`config.mk`:
```
export PLATFORM = sky130hd
export DESIGN_NAME = des_key_schedule
export DESIGN_NICKNAME = d
export VERILOG_FILES = /design/src/rtl/des_key_schedule.sv
export SDC_FILE = /design/constraint.sdc
export NUM_CORES = 1
export LEC_CHECK = 0
export CAP_MARGIN = 20
export CORE_AREA = 10 10 315 317
export DETAILED_ROUTE_END_ITERATION = 10
export DIE_AREA = 0 0 325 327
export GPL_ROUTABILITY_DRIVEN = 0
export GPL_TIMING_DRIVEN = 0
export MAX_ROUTING_LAYER = met4
export RECOVER_POWER = 25
export SYNTH_ARGS = -nofsm -noshare
export SYNTH_HDL_FRONTEND = slang
export SYNTH_SLANG_ARGS = --single-unit
```
`constraint.sdc`:
```
create_clock -name clk -period 2.6 [get_ports clk]
set_input_delay 0.65 -clock clk [delete_from_list [all_inputs] [get_ports clk]]
set_output_delay 0.65 -clock clk [all_outputs]
set_load 0.05 [all_outputs]
```
`src/rtl/des_key_schedule.sv`:
```
`default_nettype none
// ============================================================================
//  Module      : des_key_schedule
//  Description : Sequential DES key-schedule generator. Applies PC-1 to a
//                64-bit key, then produces one 48-bit subkey per clock by
//                left-rotating the C/D halves and applying PC-2. The 16
//                subkeys land in a register bank in encrypt order, or in
//                reversed order for decryption.
//  Ports       : clk        - system clock, rising edge
//                n_rst      - asynchronous active-low reset
//                key_in     - 64-bit key, index 0 = FIPS-46 bit 1 (MSB)
//                key_load   - one-cycle strobe, captures key_in/decrypt
//                decrypt    - 1 = store subkeys in reversed order
//                round_keys - registered subkey bank, entry i feeds round i
//                keys_valid - bank complete and stable for last loaded key
//                busy       - generation in progress
//                parity_err - key byte odd-parity violation (advisory)
//  Options     : DES_KEY_PARITY_CHECK_EN - when defined, each key byte is
//                checked for odd parity on key_load; otherwise parity_err
//                is tied to 0.
//  Revision    : 1.0 - initial release
// ============================================================================
module des_key_schedule #(
    parameter int NUM_ROUNDS = 16
) (
    input  logic                        clk,
    input  logic                        n_rst,
    input  logic [0:63]                 key_in,
    input  logic                        key_load,
    input  logic                        decrypt,
    output logic [0:NUM_ROUNDS-1][0:47] round_keys,
    output logic                        keys_valid,
    output logic                        busy,
    output logic                        parity_err
);

    localparam int CNT_W = $clog2(NUM_ROUNDS);
    localparam logic [CNT_W-1:0] LAST = CNT_W'(NUM_ROUNDS - 1);

    // FIPS-46 tables, 1-based bit numbers as published.
    localparam int PC1_TBL [0:55] = '{
        57, 49, 41, 33, 25, 17,  9,  1, 58, 50, 42, 34, 26, 18,
        10,  2, 59, 51, 43, 35, 27, 19, 11,  3, 60, 52, 44, 36,
        63, 55, 47, 39, 31, 23, 15,  7, 62, 54, 46, 38, 30, 22,
        14,  6, 61, 53, 45, 37, 29, 21, 13,  5, 28, 20, 12,  4
    };
    localparam int PC2_TBL [0:47] = '{
        14, 17, 11, 24,  1,  5,  3, 28, 15,  6, 21, 10,
        23, 19, 12,  4, 26,  8, 16,  7, 27, 20, 13,  2,
        41, 52, 31, 37, 47, 55, 30, 40, 51, 45, 33, 48,
        44, 49, 39, 56, 34, 53, 46, 42, 50, 36, 29, 32
    };

    typedef enum logic [1:0] {
        S_IDLE = 2'd0,
        S_GEN  = 2'd1,
        S_DONE = 2'd2
    } state_t;

    state_t                        r_state;
    state_t                        w_state_next;
    logic                          w_load;
    logic [0:27]                   r_c;
    logic [0:27]                   r_d;
    logic [CNT_W-1:0]              r_cnt;
    logic                          r_dec;
    logic [0:NUM_ROUNDS-1][0:47]   r_round_keys;
    logic [0:55]                   w_pc1;
    logic [0:27]                   w_c_rot;
    logic [0:27]                   w_d_rot;
    logic [0:55]                   w_cd;
    logic [0:47]                   w_subkey;
    logic                          w_shift_one;
    logic [CNT_W-1:0]              w_idx;

    // Pure wiring permutations.
    for (genvar j = 0; j < 56; j++) begin : g_pc1
        assign w_pc1[j] = key_in[PC1_TBL[j] - 1];
    end

    for (genvar j = 0; j < 48; j++) begin : g_pc2
        assign w_subkey[j] = w_cd[PC2_TBL[j] - 1];
    end

    // Rounds 1, 2, 9 and 16 rotate by one; all others by two.
    assign w_shift_one = (r_cnt == CNT_W'(0)) || (r_cnt == CNT_W'(1)) ||
                         (r_cnt == CNT_W'(8)) || (r_cnt == LAST);
    assign w_c_rot = w_shift_one ? {r_c[1:27], r_c[0]} : {r_c[2:27], r_c[0:1]};
    assign w_d_rot = w_shift_one ? {r_d[1:27], r_d[0]} : {r_d[2:27], r_d[0:1]};
    assign w_cd    = {w_c_rot, w_d_rot};

    // Decrypt order is simply the encrypt bank mirrored.
    assign w_idx = r_dec ? (LAST - r_cnt) : r_cnt;

    // ------------------------------------------------------------------
    // FSM
    // ------------------------------------------------------------------
    always_ff @(posedge clk or negedge n_rst) begin
        if (!n_rst) begin
            r_state <= S_IDLE;
        end else begin
            r_state <= w_state_next;
        end
    end

    always_comb begin
        w_state_next = r_state;
        w_load       = 1'b0;
        busy         = 1'b0;
        keys_valid   = 1'b0;
        case (r_state)
            S_IDLE: begin
                if (key_load) begin
                    w_load       = 1'b1;
                    w_state_next = S_GEN;
                end
            end
            S_GEN: begin
                busy = 1'b1;
                if (r_cnt == LAST) begin
                    w_state_next = S_DONE;
                end
            end
            S_DONE: begin
                keys_valid = 1'b1;
                if (key_load) begin
                    w_load       = 1'b1;
                    w_state_next = S_GEN;
                end
            end
            default: begin
                w_state_next = S_IDLE;
            end
        endcase
    end

    // ------------------------------------------------------------------
    // Datapath
    // ------------------------------------------------------------------
    always_ff @(posedge clk or negedge n_rst) begin
        if (!n_rst) begin
            r_c          <= '0;
            r_d          <= '0;
            r_cnt        <= '0;
            r_dec        <= 1'b0;
            r_round_keys <= '0;
        end else if (w_load) begin
            r_c   <= w_pc1[0:27];
            r_d   <= w_pc1[28:55];
            r_dec <= decrypt;
            r_cnt <= '0;
        end else if (r_state == S_GEN) begin
            r_c                 <= w_c_rot;
            r_d                 <= w_d_rot;
            r_round_keys[w_idx] <= w_subkey;
            r_cnt               <= r_cnt + CNT_W'(1);
        end
    end

    assign round_keys = r_round_keys;

    // The parity bits never reach the key schedule itself.
    logic w_unused_parity_bits;
    assign w_unused_parity_bits = ^{key_in[7], key_in[15], key_in[23], key_in[31],
                                    key_in[39], key_in[47], key_in[55], key_in[63]};

`ifdef DES_KEY_PARITY_CHECK_EN
    logic [7:0] w_byte_odd;
    logic       r_parity_err;

    for (genvar b = 0; b < 8; b++) begin : g_parity
        assign w_byte_odd[b] = ^key_in[8*b +: 8];
    end

    always_ff @(posedge clk or negedge n_rst) begin
        if (!n_rst) begin
            r_parity_err <= 1'b0;
        end else if (w_load) begin
            r_parity_err <= ~(&w_byte_odd);
        end
    end

    assign parity_err = r_parity_err;
`else
    assign parity_err = 1'b0;
`endif

endmodule
`default_nettype wire

```
==> flow_summary_export.csv <==
group,metric,value,unit
status,status,"finished, violations left",
status,violations,"max-capacitance violations, max-slew violations",
worst_setup_path,worstPathArrival,1.92,ns
yosys,synth_flop_cell,"dfrtp_1",
hold_path,hold_path_class,"input pin to asynchronous set/reset pin",
yosys,yosys.area.top_type,"dfrtp_1",
worst_setup_path,path_delay_family,"buffers and inverters",
sta,finalClockSkew,0.0293,ns
clocking,tritoncts,"done",
sta,finalSetupViolations,0,
sta,worst_slew_pin_slew,1.66,ns
worst_setup_path,crit_path_top_delay_cell,"clkdlybuf4s50_1",
yosys,synth_area_per_cell,10.9,sq um
clocking,cts-root-buf,"clkbuf_16",
yosys,synth_edf_count,0,
sta,timing.fmax,390,MHz
clocking,clk_pin_slew,0.06,ns
yosys,synth_top_area_share,0.659,
clocking,h-tree-depth,3,
global_routing,grtUsageTotal,0.275,
yosys,syn_nets,2980,
floorplanning,dieArea,106000,sq um
detailed_routing,wl_per_cell,27.8,microns
floorplanning,die_w,325,microns
worst_setup_path,startpoint_type,"flip-flop",
yosys,yosysWarningCount,0,
yosys,synth_compound_area_frac,0.147,
detailed_routing,drtAntennaViolNets,0,
detailed_routing,wirelength,147000,microns
yosys,ys_seq_area_frac,0.659,
clocking,clock_latency,0.67,ns
layout,fill_cells,8562,
yosys,synth_seq_cells,831,
global_routing,grt.overflow.total,0,
yosys,netlist_area,31600,sq um
global_routing,antenna_found_initial,32,
global_routing,grt_pass1_vias,26800,
worst_setup_path,critical_path_required,1.95,ns
worst_setup_path,end_kind,"output port",
sta,min_period_over_period,0.987,
yosys,synthAdderAreaFrac,0.00119,
layout,final_nets,3996,
yosys,syn_inst,2909,
floorplanning,ios,839,
sta,rsz0062_at_grt,"true",
sta,hold_viol,0,
yosys,synth_area_leaders,"dfrtp_1 66%, nand2_1 9.9%, o21ai_0 9.1%",
worst_setup_path,crit_buf_inv,1,
yosys,muxShareOfSynthArea,0.0357,
detailed_routing,first_pass_iters,7,
detailed_routing,vias,26900,
yosys,synthSimpleGateAreaFrac,0.107,
floorplanning,row_count,112,
clocking,cts_buffers,92,
sta,maxSlewViolCount,120,
job,drv_cap,1,
worst_setup_path,crit_path_max_fanout,2,
sta,relSlewSlack,-0.110,
yosys,ys_async_sr_fraction,1.00,
floorplanning,initial_core_util,0.340,
clocking,cts_buffer_depth,3,
yosys,synth_top_family_by_area,"compound AO/OA/AOI/OAI gates",
detailed_routing,drc,0,
layout,final_core_util,0.499,
floorplanning,die_y,327,microns
clocking,cts_num_sinks,831,
sta,layout_min_cycle_time,2.57,ns
placed_design,port_buffers,828,
placed_design,dp.final_hpwl,110000,microns
yosys,synthDistinctLibCells,38,
floorplanning,core,92800,sq um
yosys,synth_xor_area_frac,0.000277,
global_routing,grt_pass1_wl,207000,microns
detailed_routing,drtIter0Drc,2234,
layout,drive_above_1_share,0.120,
worst_setup_path,critical_path_class,"flip-flop to output port",
global_routing,grt_max_degree,116,
detailed_routing,detail_route.vias_per_cell,5.10,
worst_setup_path,cpPeakStageDelay,0.89,ns
layout,syn_to_final_growth,46.7,%
worst_setup_path,crit_chain,"clkdlybuf4s50_1",
cell usage after synthesis, types with 2 or more instances:
cell / number
nand2_1: 834
o221ai_2: 16
or3_1: 3
o21ai_0: 574
clkbuf_2: 26
o21ai_1: 197
mux2i_2: 15
nor2_1: 7
nor3b_4: 2
and3b_1: 6
dfrtp_1: 831
nand2b_1: 2
nor3_1: 2
buf_2: 25
buf_4: 30
buf_6: 62
clkbuf_1: 104
o221ai_1: 53
nor3b_2: 4
ha_1: 3
a32o_1: 3
mux2i_1: 91
nor2b_1: 2
inv_1: 3
layout make-up:
class,count,area [sq um],share of cell area
inverter,4,15.0,0.000324
antenna,29,72.6,0.00157
tap,1254,1570,0.0339
timing repair buffer,926,9310,0.201
clock inverter,22,206,0.00446
sequential,831,20800,0.449
clock buffer,142,2820,0.0610
buffer,244,1690,0.0366
multi-input combinational,1826,9840,0.212
final timing paths:
kind	start	endpoint	slack, ns	cells after the start
worst max-delay path	round_keys[350]$_DFFE_PN0P_	round_keys[350]	0.03	1
worst min-delay path	n_rst	round_keys[54]$_DFFE_PN0P_	0.28	2
worst max register to register	r_dec$_DFFE_PN0P_	round_keys[71]$_DFFE_PN0P_	0.10	5
worst min register to register	round_keys[257]$_DFFE_PN0P_	round_keys[257]$_DFFE_PN0P_	0.48	2
max in group asynchronous	n_rst	round_keys[382]$_DFFE_PN0P_	0.29	3
min in group clk	round_keys[257]$_DFFE_PN0P_	round_keys[257]$_DFFE_PN0P_	0.48	2
routing by layer:
metal,vias to the layer above,track usage,share of wire
li1,11900,-,-
met1,13700,0.328,0.40
met2,1044,0.441,0.48
met3,234,0.0844,0.084
met4,0,0.0910,0.036
met5,-,-,0
per-stage QoR:
step	setup TNS, ns	setup WS [ns]	hold slack, ns	area (sq um)	instances
6_report	0	0.0348	0.275	46300	5278
5_1_grt	-0.292	-0.0393	0.285	46300	5273
4_1_cts	-0.972	-0.0871	-0.0457	45600	5205
3_5_place_dp	-182.37	-0.598	0.469	42000	5030
3_3_place_gp	-	-38.21	0.460	41400	4991
2_1_floorplan	0	0.417	0.354	31600	2909
what timing repair did:
item | CTS | global route
pin swaps | 1 | 3
setup endpoints to repair | 740 | 597
gates resized for setup | 166 | 106
buffers inserted | 11 | 46
endpoints found under the hold margin | 75 | 12
cells in the final DEF (no fill, tap or decap), types with 5 or more instances in the layout:
cell and count:
clkbuf_2 22, clkbuf_16 95, buf_8 8, mux2i_4 37
nor2_1 7, diode_2 29, clkbuf_8 27, dlygate4sd2_1 59
buf_2 18, nor3b_4 6, o21ai_1 197, clkbuf_1 105
clkdlybuf4s50_1 742, mux2i_2 11, mux2i_1 58, o21ai_0 574
o221ai_4 15, dfrtp_1 831, o221ai_1 53, buf_4 103
clkbuf_4 13, dlymetal6s2s_1 24, clkinv_2 12, and3b_1 6
nand2_1 834, buf_6 78, buf_16 5, buf_12 11
kinds of logic after synthesis:
group	count (synthesis)
multiplexers	107
other	1
adder cells (fa/ha/maj)	3
buffers and inverters	252
XOR/XNOR	1
AND/OR/NAND/NOR	867
AO/OA/AOI/OAI	847
flip-flops	831
registers in the layout (all words and copies together), names as in the netlist:
register    cells
r_cnt           4
round_keys    768
r_state         2
r_dec           1
r_d            28
r_c            28
Power is not shown: default switching activity piles up to over one toggle a cycle in this logic, so the estimate is an artifact.
